### config.mk
export PLATFORM = sky130hd
export DESIGN_NAME = fb_write_arbiter_flat
export DESIGN_NICKNAME = d
export VERILOG_FILES = /design/src/rtl/fb_write_arbiter_if.sv /design/src/rtl/fb_write_arbiter.sv /design/src/flat_wrapper.sv
export SDC_FILE = /design/constraint.sdc
export NUM_CORES = 1
export LEC_CHECK = 0
export CAP_MARGIN = 0
export CORE_UTILIZATION = 46
export DETAILED_ROUTE_END_ITERATION = 10
export PLACE_DENSITY = 0.81
export SLEW_MARGIN = 0
export SYNTH_ARGS = -nofsm -noshare
export SYNTH_HDL_FRONTEND = slang
export SYNTH_SLANG_ARGS = --single-unit
export TNS_END_PERCENT = 1
### constraint.sdc
create_clock -name clk -period 3.1 [get_ports clk]
set_input_delay 0.775 -clock clk [delete_from_list [all_inputs] [get_ports clk]]
set_output_delay 0.775 -clock clk [all_outputs]
set_load 0.02 [all_outputs]
### src/rtl/fb_write_arbiter_if.sv
// Write-port bundle between the pixel requesters, the clear command and the frame-buffer write port.
// The arbiter uses the slave side. The requesters and the clear source use the master side.
interface fb_write_arbiter_if #(
    parameter int AW = 8,
    parameter int DW = 3
);
    logic          clr_start;
    logic          clr_busy;

    logic          req0;
    logic [AW-1:0] addr0;
    logic [DW-1:0] data0;
    logic          ack0;

    logic          req1;
    logic [AW-1:0] addr1;
    logic [DW-1:0] data1;
    logic          ack1;

    logic [AW-1:0] mem_px_addr;
    logic [DW-1:0] mem_px_data;
    logic          px_wr;

    modport master (
        output clr_start, req0, addr0, data0, req1, addr1, data1,
        input  clr_busy, ack0, ack1, mem_px_addr, mem_px_data, px_wr
    );

    modport slave (
        input  clr_start, req0, addr0, data0, req1, addr1, data1,
        output clr_busy, ack0, ack1, mem_px_addr, mem_px_data, px_wr
    );
endinterface

### src/rtl/fb_write_arbiter.sv
// Round-robin arbiter for the frame-buffer write port, shared by two requesters.
// It also contains a clear engine that fills the whole buffer with CLR_COLOR and locks out both requesters while it runs.
module fb_write_arbiter #(
    parameter int            AW        = 8,
    parameter int            DW        = 3,
    parameter logic [DW-1:0] CLR_COLOR = '0
) (
    input logic               clk,
    input logic               rst,
    fb_write_arbiter_if.slave bus
);
    typedef enum logic {ARB, CLEAR} state_t;

    state_t        state, state_next;
    logic [AW-1:0] clr_cnt, clr_cnt_next;
    logic          last_grant, last_grant_next;

    logic [AW-1:0] addr_next;
    logic [DW-1:0] data_next;
    logic          wr_next, ack0_next, ack1_next, busy_next;

    logic          elig0, elig1, grant0, grant1, start;

    // A requester whose ack is still high has not yet dropped or updated its request.
    assign elig0  = bus.req0 & ~bus.ack0;
    assign elig1  = bus.req1 & ~bus.ack1;
    assign grant0 = elig0 & (~elig1 | last_grant);
    assign grant1 = elig1 & (~elig0 | ~last_grant);
    // The busy flag stays high during the last clear write, so a pulse arriving in that cycle is dropped.
    assign start  = bus.clr_start & ~bus.clr_busy;

    // State and registered outputs
    always_ff @(posedge clk) begin
        if (!rst) begin
            state           <= ARB;
            clr_cnt         <= '0;
            last_grant      <= 1'b1;
            bus.px_wr       <= 1'b0;
            bus.ack0        <= 1'b0;
            bus.ack1        <= 1'b0;
            bus.clr_busy    <= 1'b0;
            bus.mem_px_addr <= '0;
            bus.mem_px_data <= '0;
        end else begin
            // NOTE: non-blocking assignments, so every register here samples values from before the edge.
            state           <= state_next;
            clr_cnt         <= clr_cnt_next;
            last_grant      <= last_grant_next;
            bus.px_wr       <= wr_next;
            bus.ack0        <= ack0_next;
            bus.ack1        <= ack1_next;
            bus.clr_busy    <= busy_next;
            bus.mem_px_addr <= addr_next;
            bus.mem_px_data <= data_next;
        end
    end

    // Next state
    always_comb begin
        state_next = state;
        case (state)
            ARB:     if (start) state_next = CLEAR;
            CLEAR:   if (clr_cnt == '1) state_next = ARB;
            default: state_next = ARB;
        endcase
    end

    // Next output values
    always_comb begin
        // NOTE: every signal gets a default first, so no path through this block leaves it unassigned and no latch is inferred.
        wr_next         = 1'b0;
        ack0_next       = 1'b0;
        ack1_next       = 1'b0;
        busy_next       = 1'b0;
        addr_next       = bus.mem_px_addr;
        data_next       = bus.mem_px_data;
        clr_cnt_next    = clr_cnt;
        last_grant_next = last_grant;

        if (state == CLEAR) begin
            wr_next      = 1'b1;
            busy_next    = 1'b1;
            addr_next    = clr_cnt;
            data_next    = CLR_COLOR;
            clr_cnt_next = clr_cnt + AW'(1);
        end else if (!start) begin
            if (grant0) begin
                wr_next         = 1'b1;
                ack0_next       = 1'b1;
                addr_next       = bus.addr0;
                data_next       = bus.data0;
                last_grant_next = 1'b0;
            end else if (grant1) begin
                wr_next         = 1'b1;
                ack1_next       = 1'b1;
                addr_next       = bus.addr1;
                data_next       = bus.data1;
                last_grant_next = 1'b1;
            end
        end
    end
endmodule

### src/flat_wrapper.sv
// flat-port wrapper written by rule: the top's interface ports become plain ports
module fb_write_arbiter_flat 
#(
    parameter int            AW        = 8,
    parameter int            DW        = 3,
    parameter logic [DW-1:0] CLR_COLOR = '0
)
  (clk, rst, bus_clr_start, bus_req0, bus_addr0, bus_data0, bus_req1, bus_addr1, bus_data1, bus_clr_busy, bus_ack0, bus_ack1, bus_mem_px_addr, bus_mem_px_data, bus_px_wr);
  fb_write_arbiter_if #(.AW(AW), .DW(DW)) bus_i ();
  input logic clk;
  input logic rst;
  input wire logic [$bits(bus_i.clr_start)-1:0] bus_clr_start;
  input wire logic [$bits(bus_i.req0)-1:0] bus_req0;
  input wire logic [$bits(bus_i.addr0)-1:0] bus_addr0;
  input wire logic [$bits(bus_i.data0)-1:0] bus_data0;
  input wire logic [$bits(bus_i.req1)-1:0] bus_req1;
  input wire logic [$bits(bus_i.addr1)-1:0] bus_addr1;
  input wire logic [$bits(bus_i.data1)-1:0] bus_data1;
  output wire logic [$bits(bus_i.clr_busy)-1:0] bus_clr_busy;
  output wire logic [$bits(bus_i.ack0)-1:0] bus_ack0;
  output wire logic [$bits(bus_i.ack1)-1:0] bus_ack1;
  output wire logic [$bits(bus_i.mem_px_addr)-1:0] bus_mem_px_addr;
  output wire logic [$bits(bus_i.mem_px_data)-1:0] bus_mem_px_data;
  output wire logic [$bits(bus_i.px_wr)-1:0] bus_px_wr;
  assign bus_i.clr_start = bus_clr_start;
  assign bus_i.req0 = bus_req0;
  assign bus_i.addr0 = bus_addr0;
  assign bus_i.data0 = bus_data0;
  assign bus_i.req1 = bus_req1;
  assign bus_i.addr1 = bus_addr1;
  assign bus_i.data1 = bus_data1;
  assign bus_clr_busy = bus_i.clr_busy;
  assign bus_ack0 = bus_i.ack0;
  assign bus_ack1 = bus_i.ack1;
  assign bus_mem_px_addr = bus_i.mem_px_addr;
  assign bus_mem_px_data = bus_i.mem_px_data;
  assign bus_px_wr = bus_i.px_wr;
  fb_write_arbiter #(.AW(AW), .DW(DW), .CLR_COLOR(CLR_COLOR)) u_core (.clk(clk), .rst(rst), .bus(bus_i));
endmodule
==> results of run 1 <==
[Yosys cell counts, types with 2 or more instances]
master	count
sky130_fd_sc_hd__o21ai_0	7
sky130_fd_sc_hd__and2_1	7
sky130_fd_sc_hd__mux2i_1	11
sky130_fd_sc_hd__nand2_1	6
sky130_fd_sc_hd__o21ai_1	6
sky130_fd_sc_hd__a21oi_1	5
sky130_fd_sc_hd__nand2b_1	2
sky130_fd_sc_hd__nand4_1	2
sky130_fd_sc_hd__nor2b_1	4
sky130_fd_sc_hd__clkbuf_1	2
sky130_fd_sc_hd__dfxtp_1	25
sky130_fd_sc_hd__xor2_1	2
sky130_fd_sc_hd__xnor2_1	4
sky130_fd_sc_hd__a32oi_1	7
sky130_fd_sc_hd__nor3_1	2
sky130_fd_sc_hd__nand3_1	2
sky130_fd_sc_hd__and3_1	2
sky130_fd_sc_hd__buf_4	2
sky130_fd_sc_hd__a31oi_1	2
[registers in the layout, summed over array words and instances (netlist names)]
name,flops
u_core.bus.mem_px_addr,8
u_core.clr_cnt,8
u_core.bus.mem_px_data,3
u_core.bus.ack0,1
u_core.bus.ack1,1
u_core.bus.clr_busy,1
u_core.bus.px_wr,1
u_core.last_grant,1
u_core.state,1
[path summary, 6_finish.rpt]
kind	from	to	slack (ns)	cells past startpoint
min	u_core.clr_cnt[7]	u_core.state	0.50	1
max	u_core.bus.ack1	bus_ack1	1.02	1
max reg2reg	u_core.state	u_core.clr_cnt[6]	1.63	3
min reg2reg	u_core.clr_cnt[7]	u_core.state	0.50	1
[routing by layer]
metal / track usage (%) / wire, microns / up-vias
met5: 0 / 0 / -
met4: 10.8 / 46 / 0
met3: 2.34 / 80 / 4
met2: 39.4 / 1410 / 20
met1: 26.0 / 1190 / 479
li1: - / - / 495
[logic make-up (layout without fill, tap and decap cells)]
logic type / count (synthesis) / in the layout / share of synthesized area, %
and+or+nand+nor: 34 / 34 / 18.3
AOI/OAI and AO/OA: 31 / 31 / 17.6
DFF: 25 / 25 / 44.1
muxes: 11 / 11 / 9.70
buffers and inverters: 7 / 47 / 4.52
xor gates and xnor gates: 6 / 6 / 4.63
adders and majority gates: 1 / 1 / 1.10
[per-stage QoR]
stage / cell area (sq um) / hold slack (ns) / instances
global placement: 1540 / 0.477 / 179
CTS: 1570 / 0.505 / 183
finish: 1570 / 0.501 / 183
global route: 1570 / 0.524 / 183
detailed placement: 1540 / 0.476 / 179
floorplan: 1130 / 0.445 / 115
[layout make-up]
| class | count | area (sq um) |
|---|---|---|
| clock buffers | 4 | 26.3 |
| fillers | 206 | 709 |
| inverters | 1 | 3.75 |
| multi-input cells | 83 | 583 |
| flip-flops and latches | 25 | 500 |
| well taps | 28 | 35.0 |
| repair buffers | 42 | 418 |
[where the power goes]
group | internal, mW | total [mW] | switching (mW)
clock network | 0.0503 | 0.142 | 0.0917
logic | 0.0783 | 0.141 | 0.0631
registers | 0.339 | 0.354 | 0.0149
==> tab_implementation.tex, run 1 <==
\begin{tabular}{lr}
\hline
Metric & Value \\
\hline
\multicolumn{2}{l}{\textbf{STA}} \\
\quad RSZ-0062 raised after global routing & false \\
\quad Number of setup violations in the final report & 0 \\
\quad Final critical delay including setup and external delays & between 2 and 2.5 ns \\
\quad Tightest slew margin relative to the limit & between 70\% and 80\% \\
\quad Highest clock frequency the design can meet & 481 MHz \\
\quad Worst Setup Slack, final & a little over 1 ns \\
\quad Final-report max-slew violation count & 0 \\
\quad Final hold vios & 0 \\
\quad Worst Max-Slew Pin Slew & $\sim$0.44 ns \\
\quad Period Utilization, post-route & around two thirds \\
\quad Final-layout setup total negative slack & 0 ns \\
\quad Worst Skew & slightly above 0.003 ns \\
\multicolumn{2}{l}{\textbf{Critical path}} \\
\quad Critical Path, Cell by Cell & clkdlybuf4s50\_1 \\
\quad Slowest CP cell & sky130\_fd\_sc\_hd\_\_clkdlybuf4s50\_1 \\
\quad Biggest cell delay along the critical path & 0.61 ns \\
\quad Worst-path fanout max & 3 \\
\quad Worst EP required & about 2.3 ns \\
\quad Category of cells accounting for the largest share of critical-path delay & buffers and inverters \\
\quad Arrival time at the worst endpoint & about 1.3 ns \\
\quad Type of the worst setup path & flop to primary output \\
\quad Critical path capture point type & primary output \\
\quad Buffers plus inverters on the worst setup path & 1 \\
\quad Critical Path Source Type & flop \\
\multicolumn{2}{l}{\textbf{CTS}} \\
\quad Resized Gates After CTS & 0 \\
\quad CTS sink cnt & 25 \\
\quad TritonCTS clock tree & yes \\
\quad Deepest clock path buffer count & 2 \\
\quad Number of buffers inserted to repair setup after CTS & 0 \\
\quad Depth of the CTS H-tree & 1 \\
\quad CTS clock-pin slew for the worst setup and hold paths & 0.12 ns \\
\quad Clock latency at the later pin of the worst-skew pair & 0.31 ns \\
\quad Number of buffers added by the clock tree synthesis step & 3 \\
\quad Root buffer cell & sky130\_fd\_sc\_hd\_\_clkbuf\_4 \\
\quad \# hold bufs at CTS & 0 \\
\multicolumn{2}{l}{\textbf{Routing}} \\
\quad Vias post-DR & about 1000 \\
\quad Routed Antenna Nets & 0 \\
\quad Initial DRT Pass Iterations & 4 \\
\quad Number of vias per cell after detailed routing & about 5.5 \\
\quad Routed wirelength normalized by instance count & 14.9 microns \\
\quad Iteration-0 DRC count of the detailed router & 19 \\
\quad Post-detailed-route DRC marker count & 0 \\
\quad Total wire length after detailed routing & roughly 2.7 mm \\
\multicolumn{2}{l}{\textbf{Cells and area}} \\
\quad Antenna fix cells & 0 \\
\quad Commonest non-fill, non-tap cell in the layout & sky130\_fd\_sc\_hd\_\_clkdlybuf4s50\_1 \\
\quad Share of cells above drive strength 1 & under 10\% \\
\quad Syn-to-layout area delta & 38.0\% \\
\quad Share of the core filled with cells in the final layout & approximately 69\% \\
\quad Total Nets Final & between 150 and 200 \\
\quad Most frequent cells in the layout & sky130\_fd\_sc\_hd\_\_clkdlybuf4s50\_1, sky130\_fd\_sc\_hd\_\_dfxtp\_1, sky130\_fd\_sc\_hd\_\_mux2i\_1 \\
\multicolumn{2}{l}{\textbf{Floorplan}} \\
\quad Floorplan row count & 17 \\
\quad Initial Utilization & between 40\% and 50\% \\
\quad Die width & just over 50 microns \\
\quad Number of top-level design ports & between 40 and 50 \\
\quad Floorplan Core Area & 0.00228 sq mm \\
\quad Chip Height & slightly above 50 microns \\
\quad Total Die Area & between 0.002 and 0.003 sq mm \\
\multicolumn{2}{l}{\textbf{Logic synthesis}} \\
\quad Cells after synthesis & 115 \\
\quad Average cell area after synthesis & 9.87 sq um \\
\quad Area share of the largest cell type after synthesis & between 40\% and 50\% \\
\quad Synth cell types & 34 \\
\quad Most area-consuming cells after synthesis & sky130\_fd\_sc\_hd\_\_dfxtp\_1, sky130\_fd\_sc\_hd\_\_mux2i\_1, sky130\_fd\_sc\_hd\_\_a32oi\_1 \\
\quad Dominant cell type by area after synthesis & sky130\_fd\_sc\_hd\_\_dfxtp\_1 \\
\quad Proportion of synthesized chip area in sequential cells & roughly 44\% \\
\quad Ys async rst share & 0\% \\
\quad Count of state elements after synthesis & 25 \\
\quad Top flip-flop cell by instance count after synthesis & sky130\_fd\_sc\_hd\_\_dfxtp\_1 \\
\quad Total standard cell area after synthesis & between 0.001 and 0.0015 sq mm \\
\quad Yosys Warn Count & 0 \\
\quad Net count after synthesis & 143 \\
\quad Number of synthesized flops with an enable pin & 0 \\
\multicolumn{2}{l}{\textbf{Worst hold path}} \\
\quad Worst hold path class & flop to flop \\
\multicolumn{2}{l}{\textbf{Run}} \\
\quad Count of max-cap constraint violations & 0 \\
\multicolumn{2}{l}{\textbf{Place}} \\
\quad Place WS & slightly above 0.7 ns \\
\quad Port Buf Inserts & approximately 40 \\
\quad Routability Congestion & 0.753 \\
\quad Detailed placement HPWL & about 2.1 mm \\
\multicolumn{2}{l}{\textbf{Status}} \\
\quad Result of the run & complete, no violations \\
\multicolumn{2}{l}{\textbf{Pwr}} \\
\quad Leakage & about 0.61 nW \\
\quad Power per unit of standard cell area & approximately 410 mW/mm\^{}2 \\
\quad Highest ir drop seen on vdd & between 300 and 400 uV \\
\quad Total power & about 0.64 mW \\
\multicolumn{2}{l}{\textbf{Global route}} \\
\quad Antenna violations before repair & 0 \\
\quad Largest net degree at the start of global routing & 16 \\
\quad GRT Util Overall & between 20\% and 30\% \\
\quad Wire length of the first global-routing pass & approximately 4.3 mm \\
\quad Global route total overflow & 0 \\
\quad Via count of the first global-routing pass & around 950 \\
\hline
\end{tabular}
(Power assumes the default switching activity.)
==> run 2, diff against run 1 <==
- CORE_ASPECT_RATIO: not set -> 0.5
- CORE_UTILIZATION: 46 -> 43
- PLACE_DENSITY: 0.81 -> 0.76
- clock period: 3.1 -> 2.05 ns (I/O delays scaled with it)
==> run 2 against run 1 <==
Power grew 63%. First-iteration DRC count grew to 2.9 times the previous value. Sequential cell count is the same. Sequential share of layout area shrank 0.99 points. Worst hold slack lost 0.0057 ns. Sequential power grew 50%. Final area grew 3.2%. Worst setup slack lost 0.73 ns. Clock-buffer cell count is the same. Die area grew 7.2%. Via count shrank 0.20%. Clock skew grew 0.0028 ns. Highest routed layer is now met3.
==> tab_implementation.tex, run 2 (synthesized netlist as in run 1, its figures left out) <==
\begin{tabular}{lr}
\hline
Metric & Value \\
\hline
\multicolumn{2}{l}{\textbf{Status}} \\
\quad Result of the run & complete, no violations \\
\multicolumn{2}{l}{\textbf{CTS}} \\
\quad Root buffer cell & sky130\_fd\_sc\_hd\_\_clkbuf\_8 \\
\quad Number of buffers added by the clock tree synthesis step & 3 \\
\quad CTS sink cnt & 25 \\
\quad Number of buffers inserted to repair setup after CTS & 0 \\
\quad Depth of the CTS H-tree & 1 \\
\quad CTS clock-pin slew for the worst setup and hold paths & around 0.08 ns \\
\quad Clock latency at the later pin of the worst-skew pair & $\sim$0.26 ns \\
\quad Resized Gates After CTS & 0 \\
\quad \# hold bufs at CTS & 0 \\
\quad TritonCTS clock tree & yes \\
\quad Deepest clock path buffer count & 2 \\
\multicolumn{2}{l}{\textbf{Worst hold path}} \\
\quad Hold depth & 2 \\
\quad Startpoint of the lowest-slack hold path & u\_core.last\_grant \\
\quad Worst hold path class & flop to flop \\
\quad Endpoint with the worst hold slack & u\_core.last\_grant \\
\multicolumn{2}{l}{\textbf{STA}} \\
\quad Worst Skew & between 0.005 and 0.006 ns \\
\quad RSZ-0062 raised after global routing & false \\
\quad Final hold vios & 0 \\
\quad Tightest slew margin relative to the limit & between 70 and 80\% \\
\quad Final-report max-slew violation count & 0 \\
\quad Number of setup violations in the final report & 0 \\
\quad Period Utilization, post-route & a little under nine tenths \\
\quad Final critical delay including setup and external delays & 1.76 ns \\
\quad Final-layout setup total negative slack & 0 ns \\
\quad Worst Max-Slew Pin Slew & around 0.44 ns \\
\quad Highest clock frequency the design can meet & 568 MHz \\
\multicolumn{2}{l}{\textbf{Floorplan}} \\
\quad Chip Height & approximately 38 microns \\
\quad Initial Utilization & 48.1\% \\
\quad Number of top-level design ports & 42 \\
\quad Floorplan row count & 12 \\
\quad Floorplan Core Area & about 0.0024 sq mm \\
\quad Die width & 74.7 microns \\
\quad Total Die Area & 0.00286 sq mm \\
\multicolumn{2}{l}{\textbf{Routing}} \\
\quad Number of vias per cell after detailed routing & slightly above 5 \\
\quad Iteration-0 DRC count of the detailed router & between 50 and 60 \\
\quad Routed Antenna Nets & 0 \\
\quad Post-detailed-route DRC marker count & 0 \\
\quad Initial DRT Pass Iterations & 4 \\
\quad Vias post-DR & about 1000 \\
\quad Total wire length after detailed routing & 2.62 mm \\
\quad Routed wirelength normalized by instance count & approximately 14 microns \\
\multicolumn{2}{l}{\textbf{Cells and area}} \\
\quad Syn-to-layout area delta & 42.4\% \\
\quad Commonest non-fill, non-tap cell in the layout & sky130\_fd\_sc\_hd\_\_clkdlybuf4s50\_1 \\
\quad Non-filler cells in the finished layout & around 190 \\
\quad Most frequent cells in the layout & sky130\_fd\_sc\_hd\_\_clkdlybuf4s50\_1, sky130\_fd\_sc\_hd\_\_dfxtp\_1, sky130\_fd\_sc\_hd\_\_mux2i\_1 \\
\quad Area of combinational cells with multiple inputs & approximately 580 sq um \\
\quad Antenna fix cells & 0 \\
\quad Fillers & between 200 and 250 \\
\quad Share of cells above drive strength 1 & 8.23\% \\
\quad Total Nets Final & approximately 190 \\
\quad Largest registers in the final layout & u\_core.bus.mem\_px\_addr: 8 flops, u\_core.clr\_cnt: 8 flops, u\_core.bus.mem\_px\_data: 3 flops \\
\quad Area used by sequential logic in the layout & $\sim$500 sq um \\
\multicolumn{2}{l}{\textbf{Global route}} \\
\quad Global route total overflow & 0 \\
\quad Via count of the first global-routing pass & between 900 and 1000 \\
\quad Largest net degree at the start of global routing & 14 \\
\quad Wire length of the first global-routing pass & approximately 4.1 mm \\
\quad Antenna violations before repair & 0 \\
\quad GRT Util Overall & 20.3\% \\
\multicolumn{2}{l}{\textbf{Pwr}} \\
\quad Leakage & approximately 0.63 nW \\
\quad Power per unit of standard cell area & approximately 640 mW/mm\^{}2 \\
\quad Highest ir drop seen on vdd & 524 uV \\
\multicolumn{2}{l}{\textbf{Critical path}} \\
\quad Arrival time at the worst endpoint & 1.95 ns \\
\quad Critical Path, Cell by Cell & clkdlybuf4s50\_1, nor2b\_1, o21ba\_2, nand2\_1, o21ai\_0 \\
\quad Worst EP required & between 2 and 2.5 ns \\
\quad End of the worst register-to-register path & u\_core.clr\_cnt[6] \\
\quad Critical Path Source Type & primary input \\
\quad Type of the worst setup path & primary input to flop \\
\quad Reg2Reg Depth & 4 \\
\quad Critical path capture point type & flop \\
\quad Launch instance of the worst register-to-register path & u\_core.clr\_cnt[0] \\
\quad Setup slack, reg-to-reg & between 0.6 and 0.7 ns \\
\quad Worst-path fanout max & 9 \\
\quad Slowest CP cell & sky130\_fd\_sc\_hd\_\_clkdlybuf4s50\_1 \\
\quad Biggest cell delay along the critical path & $\sim$0.47 ns \\
\multicolumn{2}{l}{\textbf{Place}} \\
\quad Detailed placement HPWL & 1.97 mm \\
\quad Port Buf Inserts & slightly above 40 \\
\quad Total instance count after detailed placement & $\sim$190 \\
\quad Routability Congestion & around 0.75 \\
\multicolumn{2}{l}{\textbf{Run}} \\
\quad Count of max-cap constraint violations & 0 \\
\hline
\end{tabular}
run 2: stage by stage:
step / hold slack, ns / util, % / area [sq um] / total power [mW] / setup WS (ns)
finish: 0.495 / 68.6 / 1620 / 1.04 / 0.290
CTS: 0.496 / 68.6 / 1620 / 1.05 / 0.299
global route: 0.519 / 68.6 / 1620 / 1.09 / 0.0993
global placement: 0.479 / 66.7 / 1570 / 0.761 / 0.0557
floorplan: 0.445 / - / 1130 / 0.659 / 0.595
detailed placement: 0.476 / 66.7 / 1570 / 0.765 / 0.0349
run 2: critical path: cells and delay by family:
kind / cells / cell delay (ns)
AO/OA/AOI/OAI: 2 / 0.51
AND/OR/NAND/NOR: 2 / 0.46
buffers and inverters: 1 / 0.47
run 2: where the power goes:
group	internal, mW	leakage, nW	switching [mW]	total [mW]
clock	0.139	0.0228	0.146	0.285
combinational	0.123	0.407	0.0992	0.222
sequential	0.512	0.204	0.0185	0.531
run 2: final cells by class:
| cell class | instances | area share (%) |
|---|---|---|
| Multi-Input combinational cell | 83 | 36.1 |
| Sequential cell | 25 | 31.0 |
| Timing Repair Buffer | 45 | 27.2 |
| Clock buffer | 4 | 2.79 |
| Tap cell | 35 | 2.71 |
| Inverter | 1 | 0.232 |
run 2: how the worst max path moves through the flow:
stage | startpoint | endpoint | slack (ns) | cells past startpoint
6_report | bus_req1 | u_core.bus.mem_px_addr[7] | 0.29 | 5
5_1_grt | bus_req1 | u_core.bus.mem_px_addr[7] | 0.1 | 5
4_1_cts | u_core.bus.ack1 | bus_ack1 | 0.30 | 1
3_5_place_dp | bus_req1 | u_core.bus.mem_px_data[1] | 0.03 | 5
3_3_place_gp | bus_req1 | u_core.bus.mem_px_addr[3] | 0.06 | 5
2_1_floorplan | bus_req1 | u_core.bus.mem_px_data[0] | 0.59 | 5
run 2: metal layers:
| layer | track usage [%] | wire length (microns) | vias to the layer above |
|---|---|---|---|
| li1 | - | - | 502 |
| met1 | 26.6 | 1310 | 469 |
| met2 | 32.4 | 1180 | 25 |
| met3 | 7.11 | 135 | 0 |
| met4 | 4.25 | 0 | 0 |
| met5 | 0 | 0 | - |
==> run 3, diff against run 2 <==
- PLACE_DENSITY: 0.76 -> 0.88
==> run 3 against run 2 <==
Non-clock buffer count fell by 2. Sequential cell count did not move. Critical path type unchanged. Worst hold slack improved by 0.0057 ns. Combinational power fell by 3%. Die area did not move. Core utilization fell by 0.58 points. Wire length rose by 1.3%. Global-route usage rose by 0.73 points. Largest power group unchanged. Highest routed layer is now met4. Largest cell class unchanged. Sequential power barely moved. Clock skew rose by 0.0070 ns. Maximum frequency rose by 0.40%.
==> tab_implementation.tex, run 3 (synthesized netlist as in run 1, its figures left out) <==
\begin{tabular}{lr}
\hline
Metric & Value \\
\hline
\multicolumn{2}{l}{\textbf{Status}} \\
\quad Result of the run & complete, no violations \\
\multicolumn{2}{l}{\textbf{Global route}} \\
\quad Met1 demand-to-capacity share in global routing & 23.6\% \\
\quad Largest net degree at the start of global routing & 15 \\
\quad Antenna violations before repair & 0 \\
\quad Global-route track usage on met3 & 7.11\% \\
\quad Wire length of the first global-routing pass & roughly 4.3 mm \\
\quad Met2 Resource Use GR & between 30\% and 40\% \\
\quad Global route total overflow & 0 \\
\quad Layer carrying the most global-route usage & met2 \\
\quad Via count of the first global-routing pass & 981 \\
\quad GRT Util Overall & 21.0\% \\
\multicolumn{2}{l}{\textbf{Critical path}} \\
\quad Critical Path Source Type & primary input \\
\quad Logic depth of the worst setup path including buffers & 5 \\
\quad Slowest CP cell & sky130\_fd\_sc\_hd\_\_clkdlybuf4s50\_1 \\
\quad Category of cells accounting for the largest share of critical-path delay & simple AND/OR/NAND/NOR gates \\
\quad End of the worst register-to-register path & u\_core.clr\_cnt[6] \\
\quad Type of the worst setup path & primary input to flop \\
\quad Endpoint of the most critical setup path & u\_core.bus.mem\_px\_addr[1] \\
\quad Worst EP required & between 2 and 2.5 ns \\
\quad Biggest cell delay along the critical path & around 0.47 ns \\
\quad Buffers plus inverters on the worst setup path & 1 \\
\quad Arrival time at the worst endpoint & approximately 1.9 ns \\
\quad Launch instance of the worst register-to-register path & u\_core.state \\
\quad Launch point of the worst path & bus\_req1 \\
\quad Setup slack, reg-to-reg & approximately 0.54 ns \\
\quad Reg2Reg Depth & 3 \\
\quad Worst-path fanout max & 12 \\
\quad Critical Path, Cell by Cell & clkdlybuf4s50\_1, or3b\_4, nand2\_4, mux2i\_1, o21ai\_1 \\
\quad Critical path capture point type & flop \\
\multicolumn{2}{l}{\textbf{Pwr}} \\
\quad Sequential cell fraction of total power & 51.2\% \\
\quad Proportion of power drawn by combinational gates & between 20\% and 30\% \\
\quad Leakage & between 0.6 and 0.7 nW \\
\quad Highest ir drop seen on vdd & between 200 and 300 uV \\
\quad Reported net switching power & around 0.27 mW \\
\quad Clock power share & $\sim$28\% \\
\quad Cell-internal power & 0.768 mW \\
\quad Sw Share & 26.3\% \\
\quad Total power & about 1.0 mW \\
\quad Power per unit of standard cell area & between 600 and 700 mW/mm\^{}2 \\
\multicolumn{2}{l}{\textbf{Place}} \\
\quad Port Buf Inserts & between 40 and 50 \\
\quad Place WS & approximately 0.0026 ns \\
\quad Detailed placement HPWL & slightly below 2 mm \\
\quad Routability Congestion & approximately 0.73 \\
\multicolumn{2}{l}{\textbf{STA}} \\
\quad RSZ-0062 raised after global routing & false \\
\quad Final critical delay including setup and external delays & between 1.5 and 2 ns \\
\quad Final hold vios & 0 \\
\quad Tightest slew margin relative to the limit & a little over two thirds \\
\quad Highest clock frequency the design can meet & between 500 and 600 MHz \\
\quad Worst Skew & 0.0130 ns \\
\quad Final-layout setup total negative slack & 0 ns \\
\quad Worst Max-Slew Pin Slew & around 0.44 ns \\
\quad Final-report max-slew violation count & 0 \\
\quad Period Utilization, post-route & a little under nine tenths \\
\quad Worst Setup Slack, final & about 0.30 ns \\
\quad Number of setup violations in the final report & 0 \\
\multicolumn{2}{l}{\textbf{CTS}} \\
\quad Deepest clock path buffer count & 2 \\
\quad Number of buffers inserted to repair setup after CTS & 0 \\
\quad CTS sink cnt & 25 \\
\quad Resized Gates After CTS & 0 \\
\quad Number of buffers added by the clock tree synthesis step & 3 \\
\quad Clock latency at the later pin of the worst-skew pair & $\sim$0.28 ns \\
\quad \# hold bufs at CTS & 0 \\
\quad Root buffer cell & sky130\_fd\_sc\_hd\_\_clkbuf\_8 \\
\quad TritonCTS clock tree & yes \\
\quad Depth of the CTS H-tree & 1 \\
\quad CTS clock-pin slew for the worst setup and hold paths & roughly 0.090 ns \\
\multicolumn{2}{l}{\textbf{Routing}} \\
\quad Number of vias per cell after detailed routing & about 5.3 \\
\quad Initial DRT Pass Iterations & 4 \\
\quad Routed Antenna Nets & 0 \\
\quad Post-detailed-route DRC marker count & 0 \\
\quad Routed wirelength normalized by instance count & between 10 and 15 microns \\
\quad Vias post-DR & around 1000 \\
\quad Iteration-0 DRC count of the detailed router & 50 \\
\quad Total wire length after detailed routing & 2.66 mm \\
\multicolumn{2}{l}{\textbf{Run}} \\
\quad Count of max-cap constraint violations & 0 \\
\multicolumn{2}{l}{\textbf{Cells and area}} \\
\quad Share of cells above drive strength 1 & just under 8\% \\
\quad Antenna fix cells & 0 \\
\quad Largest registers in the final layout & u\_core.bus.mem\_px\_addr: 8 flops, u\_core.clr\_cnt: 8 flops, u\_core.bus.mem\_px\_data: 3 flops \\
\quad Most frequent cells in the layout & sky130\_fd\_sc\_hd\_\_clkdlybuf4s50\_1, sky130\_fd\_sc\_hd\_\_dfxtp\_1, sky130\_fd\_sc\_hd\_\_mux2i\_1 \\
\quad Commonest non-fill, non-tap cell in the layout & sky130\_fd\_sc\_hd\_\_clkdlybuf4s50\_1 \\
\quad Total Nets Final & 185 \\
\quad Fillers & a little under 200 \\
\quad Syn-to-layout area delta & 41.2\% \\
\multicolumn{2}{l}{\textbf{Floorplan}} \\
\quad Number of top-level design ports & 42 \\
\quad Die width & approximately 75 microns \\
\quad Chip Height & roughly 38 microns \\
\quad Initial Utilization & roughly half \\
\quad Floorplan row count & 12 \\
\quad Total Die Area & 0.00286 sq mm \\
\quad Floorplan Core Area & 0.00236 sq mm \\
\multicolumn{2}{l}{\textbf{Worst hold path}} \\
\quad Worst hold path class & flop to flop \\
\hline
\end{tabular}
==> run 3: tightest hold or removal path, delay by kind of cell (launching register included) <==
kind | cells | cell delay, ns
buffers and inverters | 1 | 0.05
AO/OA/AOI/OAI | 1 | 0.06
flip-flops | 1 | 0.34
==> run 3: final cells by class <==
| cell class | instances | area, sq um | share of cell area [%] |
|---|---|---|---|
| Multi-Input combinational cell | 83 | 583 | 36.4 |
| Sequential cell | 25 | 500 | 31.2 |
| Timing Repair Buffer | 43 | 425 | 26.5 |
| Tap cell | 35 | 43.8 | 2.73 |
| Clock buffer | 3 | 41.3 | 2.58 |
| Clock inverter | 1 | 5.00 | 0.312 |
| Inverter | 1 | 3.75 | 0.234 |
==> run 3: metal layers <==
| layer | vias up | part of all wire [%] |
|---|---|---|
| met4 | 0 | 2.4 |
| li1 | 500 | - |
| met2 | 30 | 46 |
| met3 | 10 | 5.2 |
| met5 | - | 0 |
| met1 | 464 | 46 |
==> run 3: how the worst min path moves through the flow <==
| stage | cells past startpoint | from | to |
|---|---|---|---|
| floorplan | 1 | u_core.clr_cnt[7] | u_core.state |
| global placement | 1 | u_core.clr_cnt[7] | u_core.state |
| CTS | 2 | u_core.last_grant | u_core.last_grant |
| global route | 2 | u_core.last_grant | u_core.last_grant |
| detailed placement | 1 | u_core.clr_cnt[7] | u_core.state |
| finish | 2 | u_core.last_grant | u_core.last_grant |
==> run 3: power by group through the flow <==
| stage | Clock (mW) | Combinational [mW] | Sequential [mW] |
|---|---|---|---|
| floorplan | 0 | 0.0960 | 0.563 |
| global placement | 0 | 0.210 | 0.544 |
| detailed placement | 0 | 0.215 | 0.545 |
| CTS | 0.296 | 0.217 | 0.534 |
| global route | 0.317 | 0.233 | 0.538 |
| finish | 0.293 | 0.216 | 0.534 |
==> run 3: per-stage QoR <==
stage | hold WS [ns] | cells | cell area [sq um] | utilization [%]
after global routing | 0.534 | 191 | 1600 | 68.0
final | 0.501 | 191 | 1600 | 68.0
after CTS | 0.497 | 191 | 1600 | 68.0
after detailed placement | 0.469 | 187 | 1560 | 66.0
after floorplan | 0.445 | 115 | 1130 | -
after global placement | 0.459 | 187 | 1560 | 66.0
